[src/rtl/dma_channel_arbiter_if.sv]
// Request/acknowledge bundle between the DMA arbiter and the controller logic around it.
// The slave modport is the arbiter's view; master drives requests, command bits and HLDA.
interface dma_channel_arbiter_if #(
  parameter int NUM_CH = 4
);
  localparam int CH_W = $clog2(NUM_CH);

  logic [NUM_CH-1:0] dreq;
  logic [NUM_CH-1:0] sw_req;
  logic [NUM_CH-1:0] mask;
  logic              cmd_disable;
  logic              cmd_rotating;
  logic              cmd_dreq_low;
  logic              cmd_dack_low;
  logic              hlda;
  logic              svc_done;
  logic              hrq;
  logic [NUM_CH-1:0] dack;
  logic              grant_valid;
  logic [CH_W-1:0]   grant_ch;

  modport master (
    output dreq, sw_req, mask, cmd_disable, cmd_rotating, cmd_dreq_low, cmd_dack_low,
    output hlda, svc_done,
    input  hrq, dack, grant_valid, grant_ch
  );

  modport slave (
    input  dreq, sw_req, mask, cmd_disable, cmd_rotating, cmd_dreq_low, cmd_dack_low,
    input  hlda, svc_done,
    output hrq, dack, grant_valid, grant_ch
  );
endinterface

[src/rtl/dma_channel_arbiter.sv]
// 8237-style DMA request arbiter: HRQ/HLDA handshake, fixed or rotating priority, one-hot DACK.
// All outputs registered; HRQ follows a request by one cycle, grant follows HLDA by one cycle.
module dma_channel_arbiter #(
  parameter int NUM_CH = 4
) (
  input  logic                 clk,
  input  logic                 reset,
  dma_channel_arbiter_if.slave bus
);
  localparam int CH_W = $clog2(NUM_CH);

  typedef enum logic [1:0] {
    IDLE    = 2'd0,
    REQ     = 2'd1,
    SERVICE = 2'd2,
    RELEASE = 2'd3
  } state_e;

  state_e            state_q, state_d;
  logic              hrq_q, hrq_d;
  logic              gv_q, gv_d;
  logic [CH_W-1:0]   grant_q, grant_d;
  logic [CH_W-1:0]   top_q, top_d;
  logic [NUM_CH-1:0] dack_q, dack_d;

  logic [NUM_CH-1:0] eff_req;
  logic              win_found;
  logic [CH_W-1:0]   win_ch;
  logic [CH_W-1:0]   base;
  logic [CH_W:0]     idx;
  logic [NUM_CH-1:0] ack_onehot;

  assign eff_req = ((bus.dreq ^ {NUM_CH{bus.cmd_dreq_low}}) & ~bus.mask) | bus.sw_req;

  // Walk from lowest to highest priority so the last hit is the winner.
  always_comb begin
    win_found = 1'b0;
    win_ch    = '0;
    idx       = '0;
    base      = bus.cmd_rotating ? top_q : '0;
    for (int k = NUM_CH - 1; k >= 0; k--) begin
      idx = {1'b0, base} + (CH_W + 1)'(k);
      if (idx >= (CH_W + 1)'(NUM_CH)) idx = idx - (CH_W + 1)'(NUM_CH);
      if (eff_req[idx[CH_W-1:0]]) begin
        win_found = 1'b1;
        win_ch    = idx[CH_W-1:0];
      end
    end
  end

  always_comb begin
    state_d = state_q;
    hrq_d   = hrq_q;
    gv_d    = gv_q;
    grant_d = grant_q;
    top_d   = top_q;
    case (state_q)
      IDLE: begin
        hrq_d = 1'b0;
        gv_d  = 1'b0;
        if (|eff_req && !bus.cmd_disable) begin
          state_d = REQ;
          hrq_d   = 1'b1;
        end
      end
      REQ: begin
        hrq_d = 1'b1;
        if (bus.hlda) begin
          if (win_found) begin
            state_d = SERVICE;
            gv_d    = 1'b1;
            grant_d = win_ch;
          end else begin
            state_d = RELEASE;
            hrq_d   = 1'b0;
          end
        end
      end
      SERVICE: begin
        // Completion wins over a simultaneous HLDA drop, so the pointer still rotates.
        if (bus.svc_done) begin
          state_d = RELEASE;
          hrq_d   = 1'b0;
          gv_d    = 1'b0;
          if (bus.cmd_rotating)
            top_d = (grant_q == CH_W'(NUM_CH - 1)) ? '0 : grant_q + 1'b1;
        end else if (!bus.hlda) begin
          state_d = IDLE;
          hrq_d   = 1'b0;
          gv_d    = 1'b0;
          grant_d = '0;
        end
      end
      RELEASE: begin
        hrq_d = 1'b0;
        gv_d  = 1'b0;
        if (!bus.hlda) state_d = IDLE;
      end
      default: begin
        state_d = IDLE;
        hrq_d   = 1'b0;
        gv_d    = 1'b0;
      end
    endcase
  end

  assign ack_onehot = gv_d ? (NUM_CH'(1) << grant_d) : '0;
  assign dack_d     = ack_onehot ^ {NUM_CH{bus.cmd_dack_low}};

  always_ff @(posedge clk) begin
    if (reset) begin
      state_q <= IDLE;
      hrq_q   <= 1'b0;
      gv_q    <= 1'b0;
      grant_q <= '0;
      top_q   <= '0;
      dack_q  <= {NUM_CH{bus.cmd_dack_low}};
    end else begin
      state_q <= state_d;
      hrq_q   <= hrq_d;
      gv_q    <= gv_d;
      grant_q <= grant_d;
      top_q   <= top_d;
      dack_q  <= dack_d;
    end
  end

  assign bus.hrq         = hrq_q;
  assign bus.grant_valid = gv_q;
  assign bus.grant_ch    = grant_q;
  assign bus.dack        = dack_q;
endmodule

[src/flat_wrapper.sv]
// flat-port wrapper written by rule: the top's interface ports become plain ports
module dma_channel_arbiter_flat 
#(
  parameter int NUM_CH = 4
)
  (clk, reset, bus_dreq, bus_sw_req, bus_mask, bus_cmd_disable, bus_cmd_rotating, bus_cmd_dreq_low, bus_cmd_dack_low, bus_hlda, bus_svc_done, bus_hrq, bus_dack, bus_grant_valid, bus_grant_ch);
  dma_channel_arbiter_if #(.NUM_CH(NUM_CH)) bus_i ();
  input  logic clk;
  input  logic reset;
  input wire logic [$bits(bus_i.dreq)-1:0] bus_dreq;
  input wire logic [$bits(bus_i.sw_req)-1:0] bus_sw_req;
  input wire logic [$bits(bus_i.mask)-1:0] bus_mask;
  input wire logic [$bits(bus_i.cmd_disable)-1:0] bus_cmd_disable;
  input wire logic [$bits(bus_i.cmd_rotating)-1:0] bus_cmd_rotating;
  input wire logic [$bits(bus_i.cmd_dreq_low)-1:0] bus_cmd_dreq_low;
  input wire logic [$bits(bus_i.cmd_dack_low)-1:0] bus_cmd_dack_low;
  input wire logic [$bits(bus_i.hlda)-1:0] bus_hlda;
  input wire logic [$bits(bus_i.svc_done)-1:0] bus_svc_done;
  output wire logic [$bits(bus_i.hrq)-1:0] bus_hrq;
  output wire logic [$bits(bus_i.dack)-1:0] bus_dack;
  output wire logic [$bits(bus_i.grant_valid)-1:0] bus_grant_valid;
  output wire logic [$bits(bus_i.grant_ch)-1:0] bus_grant_ch;
  assign bus_i.dreq = bus_dreq;
  assign bus_i.sw_req = bus_sw_req;
  assign bus_i.mask = bus_mask;
  assign bus_i.cmd_disable = bus_cmd_disable;
  assign bus_i.cmd_rotating = bus_cmd_rotating;
  assign bus_i.cmd_dreq_low = bus_cmd_dreq_low;
  assign bus_i.cmd_dack_low = bus_cmd_dack_low;
  assign bus_i.hlda = bus_hlda;
  assign bus_i.svc_done = bus_svc_done;
  assign bus_hrq = bus_i.hrq;
  assign bus_dack = bus_i.dack;
  assign bus_grant_valid = bus_i.grant_valid;
  assign bus_grant_ch = bus_i.grant_ch;
  dma_channel_arbiter #(.NUM_CH(NUM_CH)) u_core (.clk(clk), .reset(reset), .bus(bus_i));
endmodule
[config.mk]
export PLATFORM = sky130hd
export DESIGN_NAME = dma_channel_arbiter_flat
export DESIGN_NICKNAME = d
export VERILOG_FILES = /design/src/rtl/dma_channel_arbiter_if.sv /design/src/rtl/dma_channel_arbiter.sv /design/src/flat_wrapper.sv
export SDC_FILE = /design/constraint.sdc
export NUM_CORES = 1
export LEC_CHECK = 0
export CORE_MARGIN = 1.5
export CORE_UTILIZATION = 46
export CTS_CLUSTER_DIAMETER = 40
export CTS_CLUSTER_SIZE = 30
export DETAILED_ROUTE_END_ITERATION = 8
export HOLD_SLACK_MARGIN = 0.05
export PLACE_DENSITY_LB_ADDON = 0.08
export SLEW_MARGIN = 20
export SYNTH_ARGS = -nofsm -noshare
export SYNTH_HDL_FRONTEND = slang
export SYNTH_SLANG_ARGS = --single-unit
[constraint.sdc]
create_clock -name clk -period 2.71 [get_ports clk]
set_input_delay 0.4065 -clock clk [delete_from_list [all_inputs] [get_ports clk]]
set_output_delay 0.4065 -clock clk [all_outputs]
set_load 0.005 [all_outputs]
Yosys cells after proc, flatten, opt, wreduce, memory -nomap -nowiden
Cells that the tools add are included.
Operators by class
  divide/modulo/power cells: 0
  $add $sub $neg: 8
  shift-type cells: 1
  multiply operators: 0
  eq/ne operators: 7
  muxes and demuxes: 46
  $lt $le $gt $ge: 8
  bitwise gates (word level): 5
  reduce and logical (&&, ||, !) cells: 7
Operators by type and width (number)
  $mux 2: 18
  $mux 1: 18
  $lt 2x3->1 const B: 4
  $ge 3x3->1 const B: 3
  $bmux 1 s2: 4
  $mux 4: 2
  $pmux 2 s4: 1
  $sub 2x1->2 const B: 4
  $xor 4x4->4: 2
  $add 2x2->3 const B: 2
  $eq 2x2->1 const B: 3
  $and 4x4->4: 1
  $not 4->4: 1
  $or 4x4->4: 1
  $pmux 1 s4: 1
  $pmux 2 s2: 1
  $reduce_or 4->1: 1
  $shl 1x2->4 const A: 1
  $add 2x1->3 const B: 1
  $ge 2x3->1 const B: 1
  $ne 3x3->1 const B: 1
  $pmux 1 s3: 1
  $reduce_and 3->1: 1
  $add 2x1->2 const B: 1
  other kinds (8): 8
Storage, ports and cells
  memories kept: 0
  register bits after elaboration: 12
  bits in latches: 0
  ROM bits: 0
  input port bits: 20
  bits in writable memories: 0
  output and inout port bits: 8

Longest topological paths before layout
Gate-level depths: netlist of run 1.
  depth after elaboration: 17
  mapped depth: 8
  gate-level depth less buffers: 8

Least setup slack after synthesis of run 1
OpenSTA, ideal clock, no wires.
  path type: input port to flip-flop
  start: input bus_cmd_dreq_low
  end: register u_core.dack_q[0], in the netlist u_core.bus.dack[0]
  stages: 7
  data required time: 2592 ps
  data arrival time: 1812 ps
  library setup time: 118 ps
  slack: 780 ps
  cells stage by stage: xnor2_1 > o21bai_4 > and4b_4 > a21oi_2 > o22ai_2 > and4bb_1 > xor2_1
Between the ends
  cells in the longest elaborated chain, start to end: 16
Ends and longest elaborated chain
  from (decl): RTL line flat_wrapper.sv:15  | input wire logic [$bits(bus_i.cmd_dreq_low)-1:0] bus_cmd_dreq_low;
  $xor 4x4->4 (*): RTL line dma_channel_arbiter.sv:33  | assign eff_req = ((bus.dreq ^ {NUM_CH{bus.cmd_dreq_low}}) & ~bus.mask) | bus.sw_req;
  $and 4x4->4 (*): RTL line dma_channel_arbiter.sv:33
  $or 4x4->4 (*): RTL line dma_channel_arbiter.sv:33
  $bmux 1 s2: RTL line dma_channel_arbiter.sv:44  | if (eff_req[idx[CH_W-1:0]]) begin
  $mux 1 (implied by the code): RTL line dma_channel_arbiter.sv:44
  $mux 2 / $mux 1 (equally long branches) (4 in a row): RTL line dma_channel_arbiter.sv:44
  $mux 2: RTL line dma_channel_arbiter.sv:69  | if (win_found) begin
  $mux 2: RTL line dma_channel_arbiter.sv:68  | if (bus.hlda) begin
  $pmux 2 s2: RTL line dma_channel_arbiter.sv:57  | case (state_q)
  $shl 1x2->4: RTL line dma_channel_arbiter.sv:107  | assign ack_onehot = gv_d ? (NUM_CH'(1) << grant_d) : '0;
  $mux 4 (*): RTL line dma_channel_arbiter.sv:107
  $xor 4x4->4 (*): RTL line dma_channel_arbiter.sv:108  | assign dack_d = ack_onehot ^ {NUM_CH{bus.cmd_dack_low}};
  $mux 4 (*): RTL line dma_channel_arbiter.sv:111  | if (reset) begin
  to (signal assigned): RTL line dma_channel_arbiter.sv:117  | dack_q <= {NUM_CH{bus.cmd_dack_low}};
  to (signal assigned): RTL line dma_channel_arbiter.sv:124  | dack_q <= dack_d;
  to (decl): RTL line dma_channel_arbiter.sv:24  | logic [NUM_CH-1:0] dack_q, dack_d;
Every way passes the cells marked *; elsewhere a longest branch is shown, timed or not. The select of a mux whose other input is x is not followed.
A chain may end at the register's enable or synchronous reset.

Final worst setup path of run 1
Same ends and word-level chain as after synthesis.

==> results of run 1 <==
==> kinds of logic after synthesis <==
family | after synthesis | synth area share [%]
adder cells (fa/ha/maj) | 6 | 8.11
AO/OA/AOI/OAI | 37 | 31.2
flip-flops | 12 | 25.9
buffers and inverters | 9 | 3.65
XOR/XNOR | 8 | 7.57
AND/OR/NAND/NOR | 34 | 21.4
multiplexers | 2 | 2.16
==> final timing paths <==
kind / to / depth (start not counted) / from
max reg2reg: u_core.bus.dack[2] / 7 / u_core.state_q[1]
min reg2reg: u_core.bus.hrq / 2 / u_core.bus.hrq
min: u_core.bus.hrq / 2 / u_core.bus.hrq
max: u_core.bus.dack[0] / 8 / bus_cmd_dreq_low
==> flip-flops by register name, summed over array words and instances, names as in the netlist <==
| register | count |
|---|---|
| u_core.bus.dack | 4 |
| u_core.bus.grant_ch | 2 |
| u_core.bus.grant_valid | 1 |
| u_core.bus.hrq | 1 |
| u_core.state_q | 2 |
| u_core.top_q | 2 |
==> per-layer routing <==
metal	vias to the layer above	routed length, µm	track usage, %
li1	451	-	-
met1	411	889	22.9
met2	22	986	34.4
met3	3	66	3.77
met4	0	17	7.57
met5	-	0	0
==> cell type report <==
type,instances,share of cell area [%]
sequential,12,19.1
inverter,6,1.79
multi-input combinational,87,51.9
timing repair buffer,27,21.5
clock buffer,4,2.89
tap,27,2.69
==> layout by cell type, fill, tap and decap left out, drive strengths merged, types with 2 or more instances in the layout <==
cell type	Yosys	final
mux2i	2	2
o21ba	2	2
o211ai	2	2
clkbuf	2	4
o21ai	6	6
xnor2	5	5
ha	6	6
xor2	3	3
nand2	5	5
nand3	6	6
nor2	13	13
a21oi	12	12
o22ai	3	3
dfxtp	12	12
inv	6	6
a211oi	3	3
clkdlybuf4s50	0	27
nand2b	2	2
nand3b	2	2
o21bai	3	3
==> synthesized netlist by cell type (2+ instances only) <==
library cell / n
o211ai_1: 2
nand3_1: 6
dfxtp_1: 12
ha_1: 6
a211oi_1: 3
mux2i_1: 2
nor2_1: 12
nand2b_1: 2
a21oi_2: 3
a21oi_1: 9
clkbuf_1: 2
nand3b_1: 2
xnor2_1: 5
xor2_1: 3
o21ai_0: 5
o22ai_1: 2
inv_1: 6
nand2_1: 5
o21bai_1: 2
==> report_power, final <==
| group | internal [W] | leakage, nW | switching (W) | total, W |
|---|---|---|---|---|
| clock | 0.0000818 | 0.0210 | 0.0000616 | 0.000143 |
| sequential | 0.000196 | 0.0990 | 0.0000163 | 0.000212 |
| combinational | 0.000111 | 0.345 | 0.000112 | 0.000223 |
| total | 0.000388 | 0.465 | 0.000190 | 0.000578 |
==> metrics by stage <==
step                hold WS (ns)  std cells  util (%)  worst slack, ns
finish                     0.502        163      65.3            0.344
global route               0.553        163      65.3            0.220
floorplan                  0.494        108         -            0.780
global placement           0.486        159      63.4           0.0812
detailed placement         0.500        159      63.4           0.0391
CTS                        0.510        163      65.3            0.329
==> worst max-delay path: stages <==
cell	delay, ns
clkdlybuf4s50_1	0.50
xnor2_1	0.30
o21bai_4	0.12
and4b_4	0.39
a21oi_2	0.09
o22ai_2	0.31
and4bb_1	0.27
xor2_1	0.14
==> results.yml, run 1 <==
die:
  initial_core_util_pct: 48.2
  rows: 16
  fp.coreArea_um2: 1920
  die_x_um: 47.9
  die_area_um2: 2290
  die_h_um: 47.9
  ios: 28
clock_tree:
  hold_buffers: 0
  cts_buffers: 3
  cts_tree: "done"
  clk_pin_slew_ns: 0.07
  htree_levels: 1
  insertion_delay_ns: 0.27
  clock_path_buffers: 2
  cts-root-buf: "clkbuf_4"
  cts_setup_buffers: 0
  cts_resized: 0
  cts_sinks: 12
status:
  status: "finished, final reports clean"
route:
  avgViaCountPerCell: 5.44
  drtPass1Iterations: 4
  postRouteAntennaNets: 0
  vias: 887
  routedWlPerCell_um: 12.0
  drc_errors: 0
  wl_um: 1960
  drt_iter0_markers: 22
sta:
  worst_pin_slew_ns: 0.321
  post-route-period-util_pct: 87.3
  rsz0062_at_grt: "false"
  clock_skew_ns: 0.000701
  min_period_ns: 2.37
  final-max-slew-violation-count: 0
  timing.fmax_ghz: 0.423
  setup_violations: 0
  relSlewSlack_pct: 78.5
  hold_viol: 0
  setup_tns_ns: 0
global_route:
  grt_pass1_wl_um: 3180
  grt_max_degree: 9
  overflow: 0
  track_usage_pct: 19.5
  grt_antenna_before_repair: 0
  first_global_vias: 779
placed_design:
  place_congestion: 0.865
  dp_hpwl_um: 1600
  place_area_um2: 1220
  portBuffers: 27
critical_path:
  critPathKind: "input port to flip-flop"
  critical_path_required_ns: 2.87
  worst_setup_path_end_kind: "flip-flop"
  critPathLaunchType: "input port"
  worstPathArrival_ns: 2.53
  worstPathMaxFanout: 7
  rrSetupSlack_ns: 0.58
final_layout:
  final_nets: 163
  area_delta_synth_final_pct: 35.5
  nFillCells: 179
  antenna_cells: 0
  multi_input_area_um2: 652
  drive_gt1_share_pct: 10.3
  register_area_um2: 240
  design_area_um2: 1250
logic_synthesis:
  syn_area_per_cell_um2: 8.57
  netlist_area_um2: 926
  synth.net_count: 134
  synth_top_area_share_pct: 25.9
  synth_top_area_cell: "dfxtp_1"
  async_flop_share_pct: 0
  synth_flop_cell: "dfxtp_1"
  ys_ff_latch: 12
  yosys_warnings: 0
  netlist-cell-type-count: 38
  synth-seq-area-share_pct: 25.9
  synth_edf_count: 0
  synthTopCellsByArea: "dfxtp_1 26%, ha_1 8.1%, a21oi_1 4.9%"
  syn_inst: 108
worst_hold_path:
  hold_class: "flip-flop to flip-flop"
flow_run:
  drv_cap: 0
power_and_ir_drop:
  power_density_nw_per_um2: 461
  total_power_w: 0.000578
  ir_drop_mv: 0.255
  leakage_nw: 0.465
(Power assumes the default switching activity.)
==> inputs of run 2 (changes only) <==
--- a/config.mk
+++ b/config.mk
@@ -12,6 +12,7 @@
 export DETAILED_ROUTE_END_ITERATION = 8
 export HOLD_SLACK_MARGIN = 0.05
 export PLACE_DENSITY_LB_ADDON = 0.08
+export REMOVE_ABC_BUFFERS = 1
 export SLEW_MARGIN = 20
 export SYNTH_ARGS = -nofsm -noshare
 export SYNTH_HDL_FRONTEND = slang
==> run 2 against run 1 <==
Compared with the run above:
- worst setup slack better by 0.018 ns
- sequential power is essentially flat
- wire length shrank 4.6%
- non-clock buffer count increased by 1
- design area is 0.60% higher
==> results.yml, run 2 (synthesis results as in run 1) <==
clock_tree:
  cts_sinks: 12
  clk_pin_slew_ns: 0.07
  cts_setup_buffers: 0
  clock_path_buffers: 2
  hold_buffers: 0
  insertion_delay_ns: 0.27
  cts_tree: "done"
  cts_buffers: 3
  cts_resized: 0
  htree_levels: 1
  cts-root-buf: "clkbuf_4"
sta:
  post-route-period-util_pct: 86.6
  timing.fmax_ghz: 0.426
  min_period_ns: 2.35
  rsz0062_at_grt: "false"
  relSlewSlack_pct: 76.4
  setup_violations: 0
  setup_tns_ns: 0
  worst_pin_slew_ns: 0.354
  hold_viol: 0
  clock_skew_ns: 0.00284
  final-max-slew-violation-count: 0
route:
  drt_iter0_markers: 12
  routedWlPerCell_um: 11.4
  drc_errors: 0
  postRouteAntennaNets: 0
  vias: 878
  wl_um: 1870
  avgViaCountPerCell: 5.35
  drtPass1Iterations: 4
placed_design:
  portBuffers: 27
  dp_hpwl_um: 1550
  place_area_um2: 1230
  place_congestion: 0.793
power_and_ir_drop:
  seqPwrFrac_pct: 36.9
  clock_power_share_pct: 24.3
  leakage_nw: 0.470
  ir_drop_mv: 0.243
  power_density_nw_per_um2: 453
  pwr-share-comb_pct: 38.8
  p_sw_w: 0.000184
  switching_share_pct: 32.1
  intPower_w: 0.000389
critical_path:
  cp_slowest_cell: "clkdlybuf4s50_1"
  rrSetupSlack_ns: 0.61
  critPathLaunchType: "input port"
  worstPathArrival_ns: 2.56
  critical_path_required_ns: 2.92
  crit_buf_inv: 1
  worstPathMaxFanout: 5
  r2r_end: "u_core.bus.dack[2]"
  path_common_cell: "xor2_1"
  path_cells: "clkdlybuf4s50_1 > xor2_1 > a21oi_2 > o21ai_0 > a2111o_1 > o221a_4 > nor4b_4 > xor2_1"
  cpLargestDelayFamily: "compound AO/OA/AOI/OAI gates"
  critPathMaxStageDelay_ns: 0.51
  r2r-start: "u_core.state_q[1]"
  worst_setup_path_end_kind: "flip-flop"
  critPathKind: "input port to flip-flop"
  reg2regPathDepth: 7
final_layout:
  final_common_cell: "clkdlybuf4s50_1"
  antenna_cells: 0
  final_core_util_pct: 65.7
  layout_common_cells: "27 x clkdlybuf4s50_1, 12 x nor2_1, 12 x dfxtp_1, 9 x a21oi_1"
  drive_gt1_share_pct: 10.9
  area_delta_synth_final_pct: 36.4
  design_area_um2: 1260
  largest_register_ffs: 4
  multi_input_area_um2: 652
  register_area_um2: 240
  nFillCells: 184
  final_nets: 164
die:
  die_h_um: 47.9
  die_x_um: 47.9
  rows: 16
  fp.coreArea_um2: 1920
  ios: 28
  initial_core_util_pct: 48.2
  die_area_um2: 2290
worst_hold_path:
  hold-path-endpoint: "u_core.bus.hrq"
  hold_class: "flip-flop to flip-flop"
  holdPathStages: 2
  min_from: "u_core.bus.hrq"
global_route:
  first_global_vias: 758
  overflow: 0
  grt_pass1_wl_um: 2900
  grt_max_degree: 9
  track_usage_pct: 17.8
  grt_antenna_before_repair: 0
status:
  status: "finished, final reports clean"
flow_run:
  drv_cap: 0
==> run 2: cell types whose count changed in the layout (fill, tap and decap cells not counted) <==
| cell | change |
|---|---|
| buf_4 | +1 |
==> run 2: worst min-delay path: stages (launching register included) <==
cell and delay [ns]:
dfxtp_1 0.31, nor2_1 0.09, a211oi_1 0.05
==> run 2: final cells by class <==
cell class / instances / share of cell area (%)
timing repair buffer: 28 / 22.0
tap: 27 / 2.68
clock buffer: 4 / 2.87
sequential: 12 / 19.0
inverter: 6 / 1.78
multi-input combinational: 87 / 51.6
==> run 2: worst max path at each step <==
stage,start,depth (start not counted),to
2_1_floorplan,bus_cmd_dreq_low,7,u_core.bus.dack[0]
3_3_place_gp,bus_cmd_dreq_low,8,u_core.bus.dack[2]
3_5_place_dp,bus_cmd_dreq_low,8,u_core.bus.dack[2]
4_1_cts,bus_cmd_dreq_low,8,u_core.bus.dack[2]
5_1_grt,bus_cmd_dreq_low,8,u_core.bus.dack[2]
6_report,bus_cmd_dreq_low,8,u_core.bus.dack[2]
==> run 2: per-layer routing <==
layer / routed length [µm] / global-route usage [%] / part of all wire [%] / up-vias
met5: 0 / 0 / 0 / -
met1: 818 / 19.2 / 44 / 398
met3: 79 / 4.91 / 4.2 / 2
met4: 6 / 5.41 / 0.32 / 0
met2: 965 / 33.3 / 52 / 27
li1: - / - / - / 451
==> run 2: power by group through the flow <==
stage / clock, W / combinational (W) / sequential (W)
after CTS: 0.000141 / 0.000224 / 0.000211
after global placement: 0 / 0.000220 / 0.000215
after global routing: 0.000152 / 0.000251 / 0.000215
final: 0.000139 / 0.000222 / 0.000211
after floorplan: 0 / 0.000139 / 0.000214
after detailed placement: 0 / 0.000223 / 0.000216
==> run 2: through the flow <==
step / instances / hold slack, ns / setup slack (ns) / total power [W]
global placement: 160 / 0.488 / 0.134 / 0.000435
global route: 164 / 0.544 / 0.214 / 0.000617
finish: 164 / 0.500 / 0.362 / 0.000572
CTS: 164 / 0.506 / 0.351 / 0.000576
floorplan: 105 / 0.476 / 0.780 / 0.000353
detailed placement: 160 / 0.497 / 0.0659 / 0.000439
